[config.mk]
export PLATFORM = sky130hd
export DESIGN_NAME = pc_sequencer
export DESIGN_NICKNAME = d
export VERILOG_FILES = /design/src/rtl/mips_pkg.sv /design/src/rtl/pc_target_calc.sv /design/src/rtl/pc_sequencer.sv
export SDC_FILE = /design/constraint.sdc
export NUM_CORES = 1
export LEC_CHECK = 0
export BUFFER_PORTS_ARGS = -buffer_cell sky130_fd_sc_hd__buf_2
export CORE_ASPECT_RATIO = 1.4
export CORE_UTILIZATION = 30
export CTS_CLUSTER_DIAMETER = 50
export DETAILED_ROUTE_END_ITERATION = 8
export PLACE_DENSITY = 0.57
export SYNTH_ARGS = -nofsm -noshare
export SYNTH_HDL_FRONTEND = slang
export SYNTH_HIERARCHICAL = 1
export SYNTH_SLANG_ARGS = --single-unit
[constraint.sdc]
create_clock -name clk -period 5.7 [get_ports clk]
set_input_delay 0.855 -clock clk [delete_from_list [all_inputs] [get_ports clk]]
set_output_delay 0.855 -clock clk [all_outputs]
set_load 0.02 [all_outputs]
[src/rtl/mips_pkg.sv]
// Shared MIPS definitions: next-PC selector encodings used by the controller
// and the fetch sequencer, plus the sequencer state enum.
package mips_pkg;

  localparam logic [3:0] PC_SEQ  = 4'b0000;
  localparam logic [3:0] PC_J    = 4'b0001;
  localparam logic [3:0] PC_JR   = 4'b0010;
  localparam logic [3:0] PC_JAL  = 4'b0011;
  localparam logic [3:0] PC_JALR = 4'b0100;
  localparam logic [3:0] PC_BEQ  = 4'b0101;
  localparam logic [3:0] PC_BNE  = 4'b0110;

  typedef enum logic [1:0] {
    ST_FETCH = 2'd0,
    ST_EXEC  = 2'd1,
    ST_RETRY = 2'd2
  } pc_state_e;

endpackage

[src/rtl/pc_target_calc.sv]
// Combinational next-PC selection and error detection for the committing
// instruction.
module pc_target_calc
  import mips_pkg::*;
(
  input  logic [31:0] pc,
  input  logic [25:0] instr_idx,
  input  logic [3:0]  pc_control,
  input  logic        zero,
  input  logic [31:0] rs_data,
  output logic [31:0] next_pc,
  output logic        illegal,
  output logic        misalign
);

  function automatic logic signed [31:0] branch_offset(input logic [15:0] imm);
    logic signed [31:0] off;
    off = {{14{imm[15]}}, imm, 2'b00};
    return off;
  endfunction

  logic [31:0] pc4;
  logic [31:0] br_target;
  logic [31:0] jmp_target;
  logic [31:0] reg_target;

  assign pc4        = pc + 32'd4;
  assign br_target  = pc4 + $unsigned(branch_offset(instr_idx[15:0]));
  assign jmp_target = {pc4[31:28], instr_idx, 2'b00};
  assign reg_target = {rs_data[31:2], 2'b00};

  always_comb begin
    next_pc  = pc4;
    illegal  = 1'b0;
    misalign = 1'b0;
    case (pc_control)
      PC_SEQ:          next_pc = pc4;
      PC_J, PC_JAL:    next_pc = jmp_target;
      PC_JR, PC_JALR: begin
        next_pc  = reg_target;
        misalign = (rs_data[1:0] != 2'b00);
      end
      PC_BEQ:          next_pc = zero ? br_target : pc4;
      PC_BNE:          next_pc = zero ? pc4 : br_target;
      default:         illegal = 1'b1;
    endcase
  end

endmodule

[src/rtl/pc_sequencer.sv]
// Program counter and instruction fetch sequencer: req/ack fetch with
// timeout retry, one-cycle commit, next-PC load and sticky error flags.
module pc_sequencer
  import mips_pkg::*;
#(
  parameter logic [31:0] RESET_PC    = 32'h0000_0000,
  parameter int          ACK_TIMEOUT = 16
) (
  input  logic        clk,
  input  logic        rst,
  output logic        imem_req,
  output logic [31:0] imem_addr,
  input  logic        imem_ack,
  input  logic [31:0] imem_rdata,
  output logic [31:0] instr,
  output logic        instr_valid,
  input  logic [3:0]  pc_control,
  input  logic        zero,
  input  logic [31:0] rs_data,
  output logic [31:0] pc,
  output logic [31:0] link_addr,
  output logic        illegal_err,
  output logic        misalign_err,
  output logic        fetch_timeout
);

  localparam int CNT_W = $clog2(ACK_TIMEOUT + 1);

  pc_state_e        state, state_nxt;
  logic [CNT_W-1:0] to_cnt, to_cnt_nxt;
  logic             fetch_live;
  logic             fetch_done;
  logic             to_hit;
  logic [31:0]      next_pc;
  logic             calc_illegal;
  logic             calc_misalign;

  // The first cycle after reset sits in FETCH with the request still low,
  // so the FETCH work is gated on the registered request.
  assign fetch_live = (state == ST_FETCH) && imem_req;
  assign fetch_done = fetch_live && imem_ack;
  assign to_hit     = fetch_live && !imem_ack && (to_cnt == CNT_W'(ACK_TIMEOUT - 1));

  assign imem_addr = pc;
  assign link_addr = pc + 32'd4;

  pc_target_calc u_calc (
    .pc         (pc),
    .instr_idx  (instr[25:0]),
    .pc_control (pc_control),
    .zero       (zero),
    .rs_data    (rs_data),
    .next_pc    (next_pc),
    .illegal    (calc_illegal),
    .misalign   (calc_misalign)
  );

  always_comb begin
    state_nxt  = state;
    to_cnt_nxt = to_cnt;
    case (state)
      ST_FETCH: begin
        if (fetch_done) begin
          state_nxt  = ST_EXEC;
          to_cnt_nxt = '0;
        end else if (to_hit) begin
          state_nxt  = ST_RETRY;
          to_cnt_nxt = '0;
        end else if (fetch_live) begin
          to_cnt_nxt = to_cnt + 1'b1;
        end
      end
      ST_EXEC:  state_nxt = ST_FETCH;
      ST_RETRY: begin
        state_nxt  = ST_FETCH;
        to_cnt_nxt = '0;
      end
      default:  state_nxt = ST_FETCH;
    endcase
  end

  always_ff @(posedge clk or negedge rst) begin
    if (!rst) begin
      state         <= ST_FETCH;
      to_cnt        <= '0;
      imem_req      <= 1'b0;
      instr_valid   <= 1'b0;
      instr         <= '0;
      pc            <= RESET_PC;
      illegal_err   <= 1'b0;
      misalign_err  <= 1'b0;
      fetch_timeout <= 1'b0;
    end else begin
      state       <= state_nxt;
      to_cnt      <= to_cnt_nxt;
      imem_req    <= (state_nxt == ST_FETCH);
      instr_valid <= fetch_done;
      if (fetch_done)
        instr <= imem_rdata;
      if (state == ST_EXEC) begin
        pc           <= next_pc;
        illegal_err  <= illegal_err | calc_illegal;
        misalign_err <= misalign_err | calc_misalign;
      end
      if (to_hit)
        fetch_timeout <= 1'b1;
    end
  end

endmodule

==> flow_summary.yaml, run 1 <==
detailed_routing:
  totalWireLength_um: 20600
  vias: 6004
  viasPerCell: 5.42
  drcViolationCount: 0
  routedWlPerCell_um: 18.6
  postRouteAntennaNets: 0
  first_pass_iters: 5
  drt-initial-drc-count: 496
yosys:
  synthCells: 680
  synth_top_family_by_area: "compound AO/OA/AOI/OAI gates"
  synthSimpleGateAreaFrac_pct: 17.0
  async_flop_share_pct: 100
  ys_ff_latch: 76
  synth_fa_ha_area_share_pct: 7.51
  synth_compound_area_share_pct: 17.1
  ys.flop_type: "dfrtp_1"
  synth_edf_count: 0
  yosys.cell_types.count: 66
  synth-warning-count: 6
  syn-cell-area_mm2: 0.00643
  seq_area_frac_synth_pct: 29.6
  synth_fp_nets: 790
  synth-xor-area-share_pct: 11.0
  synth_mux_area_share_pct: 11.0
  synth_area_per_cell_um2: 9.46
clock_tree:
  hold_buffers: 0
  clk_pin_slew_worst_paths_ns: 0.07
  cts_buffers: 9
  cts_tree: "built"
  cts-root-buf: "clkbuf_16"
  cts_resized: 0
  htreeDepth: 3
  postCtsSetupBuffers: 0
  clockBufferDepth: 2
  cts.sinks: 76
  worstSkewPairLatency_ns: 0.35
worst_setup_path:
  reg2reg_slack_ns: 1.30
  endpoint_kind: "register"
  crit_type: "register to register"
  critical_path.cell_chain: "ha_1, nand2_1, nor4_1, nand2_1, xnor2_1, ha_1, and3_1, a21boi_0, o21ai_0, nand2b_1, a311oi_1, o21ai_0, xnor2_1, o21ai_0, mux2_2"
  crit_fanout: 9
  slowest_delay_ns: 0.69
  worstPathArrival_ns: 4.63
  cp-start-kind: "register"
  crit_required_ns: 5.93
  crit_slowest_cell: "nor4_1"
  cpMostUsedCell: "o21ai_0"
timing:
  worst_pin_slew_ns: 1.18
  tns_ns: 0
  max_slew_margin_pct: 21.1
  final_max_slew_viol_count: 0
  layout_min_cycle_time_ns: 4.40
  setup_viol: 0
  clock_skew_ns: 0.00964
  fmax_ghz: 0.227
  hold_violations: 0
  rsz0062_at_grt: "no"
  period_share_pct: 77.1
power_and_ir_drop:
  leakage_uw: 0.00357
  ir_worst_vdd_mv: 0.204
  p_per_area_mw_per_mm2: 575
  total_power_uw: 4440
placement:
  hpwl_um: 15600
  gp_congestion: 0.889
  postPlaceCellArea_mm2: 0.00746
  dpl.cell_count: 1091
  port-buffer-count: 204
flow_run:
  drv_cap: 0
cells_and_area:
  final_util_pct: 36.6
  drive_gt1_share_pct: 36.2
  stdcell_count: 1107
  antenna_cells: 0
  nFillCells: 2249
  final_area_mm2: 0.00773
  multi_input_area_mm2: 0.00412
  fin_nets: 952
  seq_area_mm2: 0.00190
  syn_to_final_growth_pct: 20.2
floorplanning:
  placementRows: 63
  die-area_mm2: 0.0220
  die_width_um: 126
  start_util_pct: 30.4
  core_area_mm2: 0.0211
  die_y_um: 175
  ios: 205
global_route:
  grt-ovfl-total: 0
  grt_util_all_layers_pct: 18.8
  grt_max_degree: 42
  grt_pass1_vias: 5680
  antenna_found_initial: 0
  grt_pass1_wl_um: 31900
min_path:
  hold_class: "register to register"
status:
  outcome: "finished clean"
power by group:
part           total, uW  internal [uW]  switching, uW
logic               2770           1140           1630
clock network        545            297            248
registers           1130            703            423
total               4440           2140           2300
layout make-up:
type,count,area share [%]
Clock inverter,5,0.486
Timing Repair Buffer,210,13.8
Tap cell,260,4.21
Sequential cell,76,24.6
Inverter,13,0.631
Clock buffer,11,3.01
Multi-Input combinational cell,532,53.2
worst max-delay path, delay by kind of cell, from the launching register on:
kind	cells	cell delay, ns
AO/OA/AOI/OAI	5	1.17
XOR/XNOR	2	0.47
adder cells (fa/ha/maj)	2	0.60
flip-flops	1	0.51
multiplexers	1	0.28
AND/OR/NAND/NOR	5	1.27
cell usage in the layout (no fill, tap or decap), types with 25 or more instances in the layout:
cell	count
a21oi_1	26
a222oi_1	25
buf_2	203
dfrtp_1	76
ha_1	37
mux2_2	63
nand2_1	53
nand3_1	30
o21ai_0	50
xnor2_1	57
final timing paths:
kind	startpoint	endpoint	cells past startpoint
max	imem_addr[2]$_DFFE_PN0N_	imem_addr[27]$_DFFE_PN0N_	15
min	illegal_err$_DFFE_PN0N_	illegal_err$_DFFE_PN0N_	1
max reg2reg	imem_addr[2]$_DFFE_PN0N_	imem_addr[27]$_DFFE_PN0N_	15
min reg2reg	illegal_err$_DFFE_PN0N_	illegal_err$_DFFE_PN0N_	1
max in group asynchronous	rst	instr[20]$_DFFE_PN0P_	2
min in group asynchronous	rst	instr[30]$_DFFE_PN0P_	1
synth_stat cells (8+ instances only):
cell / count / area share, %
clkbuf_1: 17 / 0.99
nand2_1: 53 / 3.1
buf_4: 35 / 4.1
nand3_1: 30 / 2.3
nor3_1: 8 / 0.62
mux2_2: 63 / 11
inv_1: 13 / 0.76
xor2_1: 24 / 3.3
nor2_1: 23 / 1.3
a21o_1: 12 / 1.4
nand4_1: 19 / 1.8
a21oi_1: 26 / 2.0
ha_1: 37 / 7.2
xnor2_1: 57 / 7.8
o21ai_0: 50 / 3.9
dfrtp_1: 76 / 30
and3_1: 11 / 1.1
a222oi_1: 25 / 3.9
and4_1: 9 / 1.2
stage by stage:
stage	setup WS (ns)	hold WS [ns]
finish	1.30	0.460
global route	0.902	0.491
CTS	1.36	0.458
detailed placement	1.39	0.443
global placement	1.49	0.439
floorplan	2.04	0.435
metal layers:
layer  GRT usage [%]  vias up  share of wire (%)
li1                -     2853                  -
met1            22.4     2899                 41
met2            33.4      220                 52
met3            3.15       32                4.8
met4            7.53        0                2.5
met5               0        -                  0
flip-flops by register name, indices dropped and copies added (netlist names):
name and count:
misalign_err 1, to_cnt 5, state 2, illegal_err 1, imem_req 1, instr 32, instr_valid 1, imem_addr 32
fetch_timeout 1
cell families after synthesis:
family	after synthesis
AND/OR/NAND/NOR	191
AO/OA/AOI/OAI	159
XOR/XNOR	81
flip-flops	76
buffers and inverters	72
multiplexers	63
adder cells (fa/ha/maj)	38
Power figures use the tool's default switching activity.
==> run 2: changes to the inputs <==
==> constraint.sdc (replaced) <==
create_clock -name clk -period 4.09 [get_ports clk]
set_input_delay 0.6135 -clock clk [delete_from_list [all_inputs] [get_ports clk]]
set_output_delay 0.6135 -clock clk [all_outputs]
set_load 0.02 [all_outputs]
==> run 2 against run 1 <==
Effect of this change:
- sequential power up 16%
- first-iteration DRC count is 16% lower
- core utilization rose by 1.3 points
==> flow_summary.yaml, run 2 (synthesis results as in run 1) <==
status:
  outcome: "finished clean"
timing:
  fmax_ghz: 0.261
  setup_viol: 0
  hold_violations: 0
  clock_skew_ns: 0.0134
  layout_min_cycle_time_ns: 3.83
  max_slew_margin_pct: 31.1
  period_share_pct: 93.8
  final_max_slew_viol_count: 0
  worst_pin_slew_ns: 1.03
placement:
  gp_congestion: 0.898
  hpwl_um: 15900
  dpl.cell_count: 1114
  port-buffer-count: 204
worst_setup_path:
  path_buf_inv: 3
  worstPathArrival_ns: 4.08
  crit_fanout: 8
  critical_path.cell_chain: "buf_4, nand3_1, nor4_4, buf_4, nand3_1, xnor2_1, ha_1, and3_1, a21boi_0, o21ai_0, nand2b_1, a311oi_1, buf_4, o21ai_0, xnor2_1, o21ai_0, mux2_2"
  slowest_delay_ns: 0.36
  cp-start-kind: "register"
  crit_slowest_cell: "dfrtp_1"
  crit_required_ns: 4.34
  crit_type: "register to register"
  endpoint_kind: "register"
  critPathTopFamily: "simple AND/OR/NAND/NOR gates"
min_path:
  hold_class: "input pin to asynchronous set/reset pin"
power_and_ir_drop:
  ir_worst_vdd_mv: 0.264
  p_per_area_mw_per_mm2: 812
  leakage_uw: 0.00374
  total_power_uw: 6500
clock_tree:
  cts_buffers: 9
  worstSkewPairLatency_ns: 0.36
  hold_buffers: 0
  clk_pin_slew_worst_paths_ns: 0.06
  clockBufferDepth: 2
  cts_tree: "built"
  cts-root-buf: "clkbuf_16"
  cts.sinks: 76
  htreeDepth: 3
floorplanning:
  die_y_um: 175
  core_area_mm2: 0.0211
  die-area_mm2: 0.0220
  start_util_pct: 30.4
  placementRows: 63
  die_width_um: 126
  ios: 205
global_route:
  grt-ovfl-total: 0
  grt_max_degree: 77
  grt_pass1_wl_um: 33000
  antenna_found_initial: 2
  grt_util_all_layers_pct: 19.4
  grt_pass1_vias: 6000
detailed_routing:
  totalWireLength_um: 21300
  viasPerCell: 5.40
  routedWlPerCell_um: 18.8
  drcViolationCount: 0
  first_pass_iters: 6
  drt-initial-drc-count: 416
  postRouteAntennaNets: 0
  vias: 6130
cells_and_area:
  final_common_cell: "buf_2"
  syn_to_final_growth_pct: 24.5
  antenna_cells: 0
  fin_nets: 980
  final_cell_mix: "buf_2 (203), dfrtp_1 (75), mux2_2 (63), xnor2_1 (56), nand2_1 (53)"
  drive_gt1_share_pct: 39.0
  stdcell_count: 1135
flow_run:
  drv_cap: 0
## run 2: final timing paths
kind	from	endpoint	slack, ns	cells after the start
max	imem_addr[2]$_DFFE_PN0N_	imem_addr[27]$_DFFE_PN0N_	0.26	17
min	rst	instr[28]$_DFFE_PN0P_	0.44	1
max reg2reg	imem_addr[2]$_DFFE_PN0N_	imem_addr[27]$_DFFE_PN0N_	0.26	17
min reg2reg	illegal_err$_DFFE_PN0N_	illegal_err$_DFFE_PN0N_	0.46	1
max in group asynchronous	rst	imem_addr[4]$_DFFE_PN0N_	2.93	1
min in group clk	illegal_err$_DFFE_PN0N_	illegal_err$_DFFE_PN0N_	0.46	1
## run 2: worst register-to-register path, stage by stage (launching register included)
cell and delay [ns]:
dfrtp_1 0.36, buf_4 0.17, nand3_1 0.24, nor4_4 0.33, buf_4 0.19, nand3_1 0.10, xnor2_1 0.22, ha_1 0.36
and3_1 0.22, a21boi_0 0.13, o21ai_0 0.19, nand2b_1 0.12, a311oi_1 0.28, buf_4 0.17, o21ai_0 0.12, xnor2_1 0.17
o21ai_0 0.08, mux2_2 0.28
## run 2: report_power, final
part	internal, uW	switching (uW)	total [uW]
logic	1750	2590	4350
registers	986	325	1310
clock network	481	363	845
## run 2: per-layer routing
metal / GRT usage (%) / vias to the layer above / part of all wire, % / routed length (um)
met5: 0 / - / 0.085 / 18
met4: 8.28 / 4 / 3.2 / 678
met3: 3.70 / 46 / 5.2 / 1110
met2: 35.4 / 229 / 52 / 11200
met1: 21.9 / 2953 / 39 / 8320
li1: - / 2898 / - / -
## run 2: area by class of cell
cell class	instances	area, um2
flip-flops and latches	76	1900
clock inverters	7	81.3
repair buffers	238	1290
fillers	2191	13100
multi-input cells	532	4130
clock buffers	9	225
well taps	260	325
inverters	13	48.8
## run 2: repair_timing
| action | CTS | global route |
|---|---|---|
| endpoints found under the setup margin | 0 | 5 |
| hold endpoints to repair | 0 | 0 |
| setup buffers | 0 | 5 |
| gates resized for setup | 0 | 4 |
## run 2: stage by stage
step / area, um2 / worst slack (ns) / hold WS [ns] / util (%) / TNS [ns]
CTS: 7950 / 0.180 / 0.459 / 37.6 / 0
floorplan: 6430 / 0.433 / 0.318 / - / 0
global route: 8010 / -0.0247 / 0.473 / 37.9 / -0.0247
global placement: 7650 / 0.190 / 0.434 / 36.2 / 0
detailed placement: 7650 / 0.204 / 0.443 / 36.2 / 0
finish: 8010 / 0.255 / 0.440 / 37.9 / 0
